`src/rtl/pipe_ifq.sv`:
```
// pipe_ifq: instruction fetch queue between IF and ID.
// A small circular FIFO of {pc4, ins} pairs so fetch can keep running while
// decode stalls. f_ready doubles as the PC write enable; flush discards all
// queued instructions on a redirect.
// Optional build macro PIPE_IFQ_PERF_EN adds stall_cnt / flush_cnt counters.
module pipe_ifq #(
  parameter int DEPTH = 4,
  parameter int AW    = 2
) (
  input  logic          clock,
  input  logic          reset,
  input  logic          f_valid,
  input  logic [31:0]   f_pc4,
  input  logic [31:0]   f_ins,
  output logic          f_ready,
  input  logic          flush,
  input  logic          d_ready,
  output logic          d_valid,
  output logic [31:0]   d_pc4,
  output logic [31:0]   d_ins,
`ifdef PIPE_IFQ_PERF_EN
  output logic [31:0]   stall_cnt,
  output logic [31:0]   flush_cnt,
`endif
  output logic [AW:0]   count
);

  localparam logic [AW:0] FULL_CNT = (AW+1)'(DEPTH);

  logic [63:0]   mem [DEPTH];
  logic [AW-1:0] wp_reg, wp_next;
  logic [AW-1:0] rp_reg, rp_next;
  logic [AW:0]   cnt_reg, cnt_next;
  logic          push, pop;
  logic [63:0]   head;

  // Handshake and head decode; reset forces every output to its idle value.
  always_comb begin
    f_ready = ~reset & (cnt_reg != FULL_CNT);
    d_valid = ~reset & (cnt_reg != '0);
    push    = f_valid & f_ready & ~flush;
    pop     = d_valid & d_ready & ~flush;
    head    = mem[rp_reg];
    d_pc4   = d_valid ? head[63:32] : 32'h0;
    d_ins   = d_valid ? head[31:0]  : 32'h0;
    count   = reset ? '0 : cnt_reg;
  end

  // Pointer and occupancy next-state; flush wins over push/pop.
  always_comb begin
    wp_next  = wp_reg;
    rp_next  = rp_reg;
    cnt_next = cnt_reg;
    if (flush) begin
      wp_next  = '0;
      rp_next  = '0;
      cnt_next = '0;
    end else begin
      if (push) wp_next = wp_reg + 1'b1;
      if (pop)  rp_next = rp_reg + 1'b1;
      case ({push, pop})
        2'b10:   cnt_next = cnt_reg + 1'b1;
        2'b01:   cnt_next = cnt_reg - 1'b1;
        default: cnt_next = cnt_reg;
      endcase
    end
  end

  // Pointer/occupancy registers; reset overrides flush.
  always_ff @(posedge clock) begin
    if (reset) begin
      wp_reg  <= '0;
      rp_reg  <= '0;
      cnt_reg <= '0;
    end else begin
      wp_reg  <= wp_next;
      rp_reg  <= rp_next;
      cnt_reg <= cnt_next;
    end
  end

  // Storage: each entry captures the fetched pair when the write pointer selects it.
  // Contents need no reset; the occupancy count qualifies every read.
  for (genvar gi = 0; gi < DEPTH; gi++) begin : g_entry
    always_ff @(posedge clock) begin
      if (push && (wp_reg == AW'(gi))) begin
        mem[gi] <= {f_pc4, f_ins};
      end
    end
  end

`ifdef PIPE_IFQ_PERF_EN
  logic [31:0] stall_cnt_reg;
  logic [31:0] flush_cnt_reg;

  // Performance counters: fetch stalls on a full queue, and redirects seen.
  always_ff @(posedge clock) begin
    if (reset) begin
      stall_cnt_reg <= 32'h0;
      flush_cnt_reg <= 32'h0;
    end else begin
      if (f_valid && !f_ready) stall_cnt_reg <= stall_cnt_reg + 32'h1;
      if (flush)               flush_cnt_reg <= flush_cnt_reg + 32'h1;
    end
  end

  assign stall_cnt = stall_cnt_reg;
  assign flush_cnt = flush_cnt_reg;
`endif

endmodule
```
`config.mk`:
```
export PLATFORM = sky130hd
export DESIGN_NAME = pipe_ifq
export DESIGN_NICKNAME = d
export VERILOG_FILES = /design/src/rtl/pipe_ifq.sv
export SDC_FILE = /design/constraint.sdc
export NUM_CORES = 1
export LEC_CHECK = 0
export BUFFER_PORTS_ARGS = -buffer_cell sky130_fd_sc_hd__clkbuf_2
export CAP_MARGIN = 20
export CELL_PAD_IN_SITES_DETAIL_PLACEMENT = 0
export CELL_PAD_IN_SITES_GLOBAL_PLACEMENT = 1
export CORE_MARGIN = 2
export CORE_UTILIZATION = 40
export CTS_BUF_LIST = sky130_fd_sc_hd__clkbuf_2 sky130_fd_sc_hd__clkbuf_4 sky130_fd_sc_hd__clkbuf_8
export DETAILED_ROUTE_END_ITERATION = 16
export PLACE_DENSITY_LB_ADDON = 0.2
export SLEW_MARGIN = 20
export SYNTH_ARGS = -nofsm -noshare
export SYNTH_HDL_FRONTEND = slang
export SYNTH_SLANG_ARGS = --single-unit
export TNS_END_PERCENT = 100
```
`constraint.sdc`:
```
create_clock -name clock -period 3 [get_ports clock]
set_input_delay 0 -clock clock [delete_from_list [all_inputs] [get_ports clock]]
set_output_delay 0 -clock clock [all_outputs]
set_load 0.03 [all_outputs]
```
==> results.sh, run 1 <==
export IMPL_yosysWarnings=0
export IMPL_hold_buffers=69
export IMPL_netlist_top_cells_area="edfxtp_1, mux4_2, and2_1"
export IMPL_grt_antenna_before_repair=1
export IMPL_clk_pin_slew_worst_paths_ps=60
export IMPL_yosys_cell_types_count=33
export IMPL_worst_path_max_delay_cell="dfxtp_4"
export IMPL_grt_max_degree=43
export IMPL_synthAdderAreaFrac_pct=0.808
export IMPL_fin_crit_sh_pct=82.4
export IMPL_cp_max_fo=24
export IMPL_fin_skew_ps=15.2
export IMPL_fmax_mhz=405
export IMPL_leakage_nw=4.46
export IMPL_hold_class="in2reg"
export IMPL_drv_slew=0
export IMPL_final_setup_viol_count=0
export IMPL_post_route_cells_drive_above_1_share_pct=39.8
export IMPL_die_y_um=164
export IMPL_drt_iter0_markers=349
export IMPL_cts_root_buf="clkbuf_8"
export IMPL_finalPower_mw=7.40
export IMPL_grt_first_pass_wirelength_mm=31.3
export IMPL_holdPathStages=2
export IMPL_yosys_area_share_simple_pct=5.33
export IMPL_synth_compound_area_share_pct=0.637
export IMPL_ir_worst_vdd_uv=381
export IMPL_firstDrtPassIters=4
export IMPL_grt_overflow=0
export IMPL_syn_instance_count=466
export IMPL_via_count=5234
export IMPL_crit_chain="buf_12 > mux4_1 > and2_1 > clkbuf_2"
export IMPL_clk_path_buf_depth=3
export IMPL_seqPwrFrac_pct=55.5
export IMPL_wl_per_cell_um=18.9
export IMPL_pwr_share_comb_pct=3.6
export IMPL_hold_ws_ps=238
export IMPL_cts_resized_gates=0
export IMPL_post_route_min_period_ps=2470
export IMPL_drc=0
export IMPL_hpwl_mm=11.5
export IMPL_relSlewSlack_pct=49.2
export IMPL_r2r_cells=9
export IMPL_postSynth_asyncResetShare_pct=0
export IMPL_synth_mux_area_share_pct=14.3
export IMPL_ys_seq_area_share_pct=77.0
export IMPL_synth_most_common_cell="edfxtp_1"
export IMPL_status="finished clean"
export IMPL_required_ps=3000
export IMPL_max_stage_delay_ps=690
export IMPL_nNetsFinal=779
export IMPL_syn_area_per_cell_um2=21.9
export IMPL_boundaryPins=138
export IMPL_placementRows=58
export IMPL_die_w_um=164
export IMPL_largest_reg_flops=256
export IMPL_core_area_um2=25100
export IMPL_crit_type="reg2out"
export IMPL_power_density_nw_per_um2=573
export IMPL_cts_buffers=43
export IMPL_yosys_top_cells_count="edfxtp_1, and2_1, mux4_2"
export IMPL_ys_seq_elements=265
export IMPL_final_hold_violation_count=0
export IMPL_area_growth_syn_to_layout_pct=26.3
export IMPL_clock_sinks=265
export IMPL_p_int_mw=5.97
export IMPL_cap_viol_max_count=0
export IMPL_n_fill_cell=2102
export IMPL_cts_tree="yes"
export IMPL_rsz0062_at_grt="false"
export IMPL_vias_per_cell=4.91
export IMPL_wl_mm=20.1
export IMPL_yosysTopAreaCell="edfxtp_1"
export IMPL_synth_edf_count=256
export IMPL_synth_top_family_by_area="multiplexers"
export IMPL_arrival_ps=2470
export IMPL_start_util_pct=40.7
export IMPL_critPathCaptureType="output port"
export IMPL_fin_setup_tns_ps=0
export IMPL_cp_start_kind="register"
export IMPL_yosys_most_used_dff="edfxtp_1"
export IMPL_die_area_um2=26800
export IMPL_clkPwrFrac_pct=40.9
export IMPL_netlist_area_um2=10200
export IMPL_power_switching_mw=1.43
export IMPL_synth_xor_area_share_pct=0.171
export IMPL_swShare_pct=19.3
export IMPL_port_buffers=137
export IMPL_synth_nets=541
export IMPL_worst_pin_slew_ps=760
export IMPL_synth_top_cell_area_share_pct=75.2
export IMPL_drt_antenna_violating_nets=0
export IMPL_insertion_delay_ps=520
export IMPL_gp_routability_congestion=0.727
export IMPL_grtUsageTotal_pct=15.4
export IMPL_grt_pass1_vias=5822
export IMPL_cts_setup_buffers=0
export IMPL_ctsHtreeMaxLevel=2
## per-layer routing
| metal | wire [um] | global-route usage (%) | up-vias | share of wire (%) |
|---|---|---|---|---|
| li1 | - | - | 2379 | - |
| met1 | 8390 | 18.8 | 2674 | 42 |
| met2 | 10200 | 27.1 | 148 | 51 |
| met3 | 1240 | 4.09 | 33 | 6.2 |
| met4 | 327 | 4.59 | 0 | 1.6 |
| met5 | 0 | 0 | - | 0 |
## cell type report
cell class | instances | area, um^2 | area share, %
Antenna cell | 1 | 2.50 | 0.0194
Clock buffer | 71 | 833 | 6.45
Clock inverter | 6 | 23.8 | 0.184
Inverter | 7 | 26.3 | 0.203
Multi-Input combinational cell | 171 | 2200 | 17.0
Sequential cell | 265 | 7880 | 61.0
Tap cell | 330 | 413 | 3.20
Timing Repair Buffer | 216 | 1540 | 11.9
## metrics by stage
stage | utilization (%) | instance area [um^2] | worst slack (ps) | std cells
finish | 51.4 | 12900 | 528 | 1067
CTS | 51.4 | 12900 | 421 | 1066
global route | 51.4 | 12900 | 323 | 1067
detailed placement | 45.3 | 11400 | 591 | 920
floorplan | - | 10200 | 412 | 466
global placement | 45.3 | 11400 | 672 | 920
## cell usage in the layout (no fill, tap or decap), types with 2 or more instances in the layout
cell type and instances:
a21oi_1 3, mux4_1 3, o21ai_0 2, and3_4 4, buf_12 7, buf_4 3, inv_1 7, xor2_1 2
clkbuf_4 23, dlygate4sd3_1 69, or3_1 2, dfxtp_4 2, clkinv_1 5, clkbuf_8 48, mux4_2 61, a31o_2 2
ha_1 5, clkbuf_2 137, dfxtp_1 7, nor2b_1 2, and2_1 64, nor2_1 7, edfxtp_1 256
## logic make-up (layout without fill, tap and decap cells)
family,Yosys count,count (layout)
AO/OA/AOI/OAI,9,9
flip-flops,265,265
multiplexers,65,65
other,0,1
AND/OR/NAND/NOR,89,89
XOR/XNOR,2,2
buffers and inverters,30,300
adder cells (fa/ha/maj),6,6
## path summary, 6_finish.rpt
path | start | endpoint | slack, ps
setup / recovery | register | d_pc4[31] | 530
hold / removal | f_pc4[17] | mem[1][49]$_DFFE_PP_ | 240
setup reg to reg | cnt_reg[2]$_SDFFE_PP0P_ | cnt_reg[2]$_SDFFE_PP0P_ | 530
hold reg to reg | rp_reg[1]$_SDFFE_PP0P_ | register | 490
## critical path, delay by kind of cell (launching register included)
| family | cells | cell delay [ps] |
|---|---|---|
| flops | 1 | 690 |
| mux | 1 | 560 |
| buf+inv | 2 | 480 |
| simple gates | 1 | 200 |
## power groups by stage
stage | Sequential (mW) | Clock [mW] | Combinational, mW
floorplan | 4.19 | 0 | 0.0843
global placement | 4.18 | 0 | 0.187
detailed placement | 4.19 | 0 | 0.196
CTS | 4.11 | 3.12 | 0.272
global route | 4.11 | 3.28 | 0.293
finish | 4.11 | 3.02 | 0.268
(Power assumes the default switching activity.)
==> run 2: changes to the inputs <==
==> constraint.sdc (replaced) <==
create_clock -name clock -period 2.4 [get_ports clock]
set_input_delay 0 -clock clock [delete_from_list [all_inputs] [get_ports clock]]
set_output_delay 0 -clock clock [all_outputs]
set_load 0.03 [all_outputs]
==> run 2 against run 1 <==
Utilization rose by 0.13 points. Combinational power grew 25%. Register-to-register slack got worse by 450 ps. Critical path depth up 5. Cell count rose by 1.0%. Clock skew rose by 2.3 ps. Global-route usage grew 0.22 points. Clock power is 22% higher. Sequential power rose by 25%. Count of clock-buffer cells in the layout decreased by 7. Worst hold slack worse by 170 ps. Critical path type is now reg2reg. Critical endpoint is now cnt_reg[2]$_SDFFE_PP0P_. Largest cell class unchanged.
==> results.sh, run 2 (same netlist as run 1, synthesis figures left out) <==
export IMPL_firstDrtPassIters=4
export IMPL_boundaryPins=138
export IMPL_fmax_mhz=430
export IMPL_core_area_um2=25100
export IMPL_gp_routability_congestion=0.714
export IMPL_clkPwrFrac_pct=40.2
export IMPL_start_util_pct=40.7
export IMPL_post_route_cells_drive_above_1_share_pct=40.5
export IMPL_drt_antenna_violating_nets=0
export IMPL_clk_pin_slew_worst_paths_ps=60
export IMPL_pwr_share_comb_pct=3.7
export IMPL_fin_crit_sh_pct=96.9
export IMPL_cts_buffers=45
export IMPL_insertion_delay_ps=530
export IMPL_seqPwrFrac_pct=56.1
export IMPL_post_route_min_period_ps=2320
export IMPL_power_switching_mw=1.84
export IMPL_worstHoldEndpoint="wp_reg[0]$_SDFFE_PP0P_"
export IMPL_final_hold_violation_count=0
export IMPL_hold_ws_ps=73.2
export IMPL_placementRows=58
export IMPL_place_area_um2=11300
export IMPL_grt_pass1_vias=5678
export IMPL_die_y_um=164
export IMPL_grt_first_pass_wirelength_mm=31.5
export IMPL_drc=0
export IMPL_hp_start="reset"
export IMPL_cp_max_fo=5
export IMPL_p_int_mw=7.32
export IMPL_worst_slack_ps=75.1
export IMPL_hold_class="in2reg"
export IMPL_status="finished clean"
export IMPL_clk_path_buf_depth=3
export IMPL_via_count=5259
export IMPL_wl_per_cell_um=19.1
export IMPL_power_density_nw_per_um2=707
export IMPL_crit_type="reg2reg"
export IMPL_grt_max_degree=65
export IMPL_required_ps=2800
export IMPL_antenna_cells=0
export IMPL_vias_per_cell=4.88
export IMPL_fin_setup_tns_ps=0
export IMPL_nNetsFinal=791
export IMPL_cap_viol_max_count=0
export IMPL_layout_common_cells="edfxtp_1, clkbuf_2, dlygate4sd3_1"
export IMPL_swShare_pct=20.0
export IMPL_grt_overflow=0
export IMPL_cp_start_kind="register"
export IMPL_r2r_cells=9
export IMPL_stdcell_count=1078
export IMPL_area_growth_syn_to_layout_pct=26.7
export IMPL_arrival_ps=2720
export IMPL_final_common_cell="edfxtp_1"
export IMPL_hpwl_mm=11.2
export IMPL_final_core_util_pct=51.6
export IMPL_grt_antenna_before_repair=0
export IMPL_leakage_nw=4.48
export IMPL_holdPathStages=4
export IMPL_relSlewSlack_pct=30.1
export IMPL_clock_sinks=265
export IMPL_die_w_um=164
export IMPL_ctsHtreeMaxLevel=2
export IMPL_worst_pin_slew_ps=1050
export IMPL_finalPower_mw=9.16
export IMPL_drt_iter0_markers=295
export IMPL_port_buffers=137
export IMPL_fin_skew_ps=17.5
export IMPL_crit_reg2reg_launch="cnt_reg[2]$_SDFFE_PP0P_"
export IMPL_pre_cts_slack_ps=27.7
export IMPL_final_setup_viol_count=0
export IMPL_ir_worst_vdd_uv=520
export IMPL_dp_cells=920
export IMPL_grtUsageTotal_pct=15.7
export IMPL_reg2reg_slack_ps=80
export IMPL_final_cell_area_um2=12900
export IMPL_die_area_um2=26800
export IMPL_r2r_end="cnt_reg[2]$_SDFFE_PP0P_"
export IMPL_cts_root_buf="clkbuf_8"
export IMPL_largest_reg_flops=256
export IMPL_wl_mm=20.6
export IMPL_drv_slew=0
export IMPL_critPathCaptureType="register"
export IMPL_cts_tree="yes"
run 2: cell types whose count changed in the layout (fill, tap and decap cells not counted), moves of 2 or more:
cell	change
buf_4	+11
clkinv_1	+7
clkbuf_4	-4
clkbuf_8	-3
dfxtp_1	-3
buf_12	-2
clkinvlp_4	+2
dfxtp_2	+2
run 2: how the worst max path moves through the flow:
stage                     slack [ps]                       to               startpoint
final                             80  cnt_reg[2]$_SDFFE_PP0P_  cnt_reg[2]$_SDFFE_PP0P_
after global placement           200  cnt_reg[2]$_SDFFE_PP0P_  cnt_reg[2]$_SDFFE_PP0P_
after CTS                        -10                d_ins[26]  cnt_reg[1]$_SDFFE_PP0P_
after floorplan                  200  cnt_reg[2]$_SDFFE_PP0P_  cnt_reg[2]$_SDFFE_PP0P_
after global routing             -10  cnt_reg[2]$_SDFFE_PP0P_  cnt_reg[1]$_SDFFE_PP0P_
after detailed placement          30  cnt_reg[2]$_SDFFE_PP0P_  cnt_reg[2]$_SDFFE_PP0P_
run 2: power by group through the flow:
stage	Combinational, mW	Clock [mW]	Sequential [mW]
after floorplan	0.106	0	5.23
after global placement	0.232	0	5.23
after detailed placement	0.244	0	5.23
after CTS	0.339	3.81	5.14
after global routing	0.367	4.00	5.14
final	0.336	3.68	5.14
run 2: routing by layer:
metal	global-route usage, %	vias up	wire length [um]
met1	19.6	2654	8480
met5	0	-	0
met4	5.14	0	469
met2	26.9	172	10300
met3	3.76	32	1330
li1	-	2401	-
run 2: area by class of cell:
class / instances / area [um^2]
Fill cell: 2118 / 12200
Inverter: 7 / 26.3
Sequential cell: 265 / 7880
Clock inverter: 15 / 65.1
Timing Repair Buffer: 224 / 1570
Multi-Input combinational cell: 173 / 2230
Tap cell: 330 / 413
Clock buffer: 64 / 762
run 2: critical path, cell delays in order (launching register included):
cell,delay [ps]
dfxtp_4,370
or3b_1,370
and2_4,170
inv_1,50
ha_1,190
inv_1,70
fa_1,390
xor2_1,160
o21ai_0,320
a21oi_2,110
run 2: timing repair:
| action | in CTS | in global routing |
|---|---|---|
| endpoints found under the setup margin | 43 | 43 |
| hold buffers | 68 | 0 |
| gates cloned | 2 | 0 |
| hold endpoints to repair | 265 | 0 |
| resized for setup | 1 | 6 |
| pin swaps | 1 | 1 |
| buffers inserted | 0 | 8 |
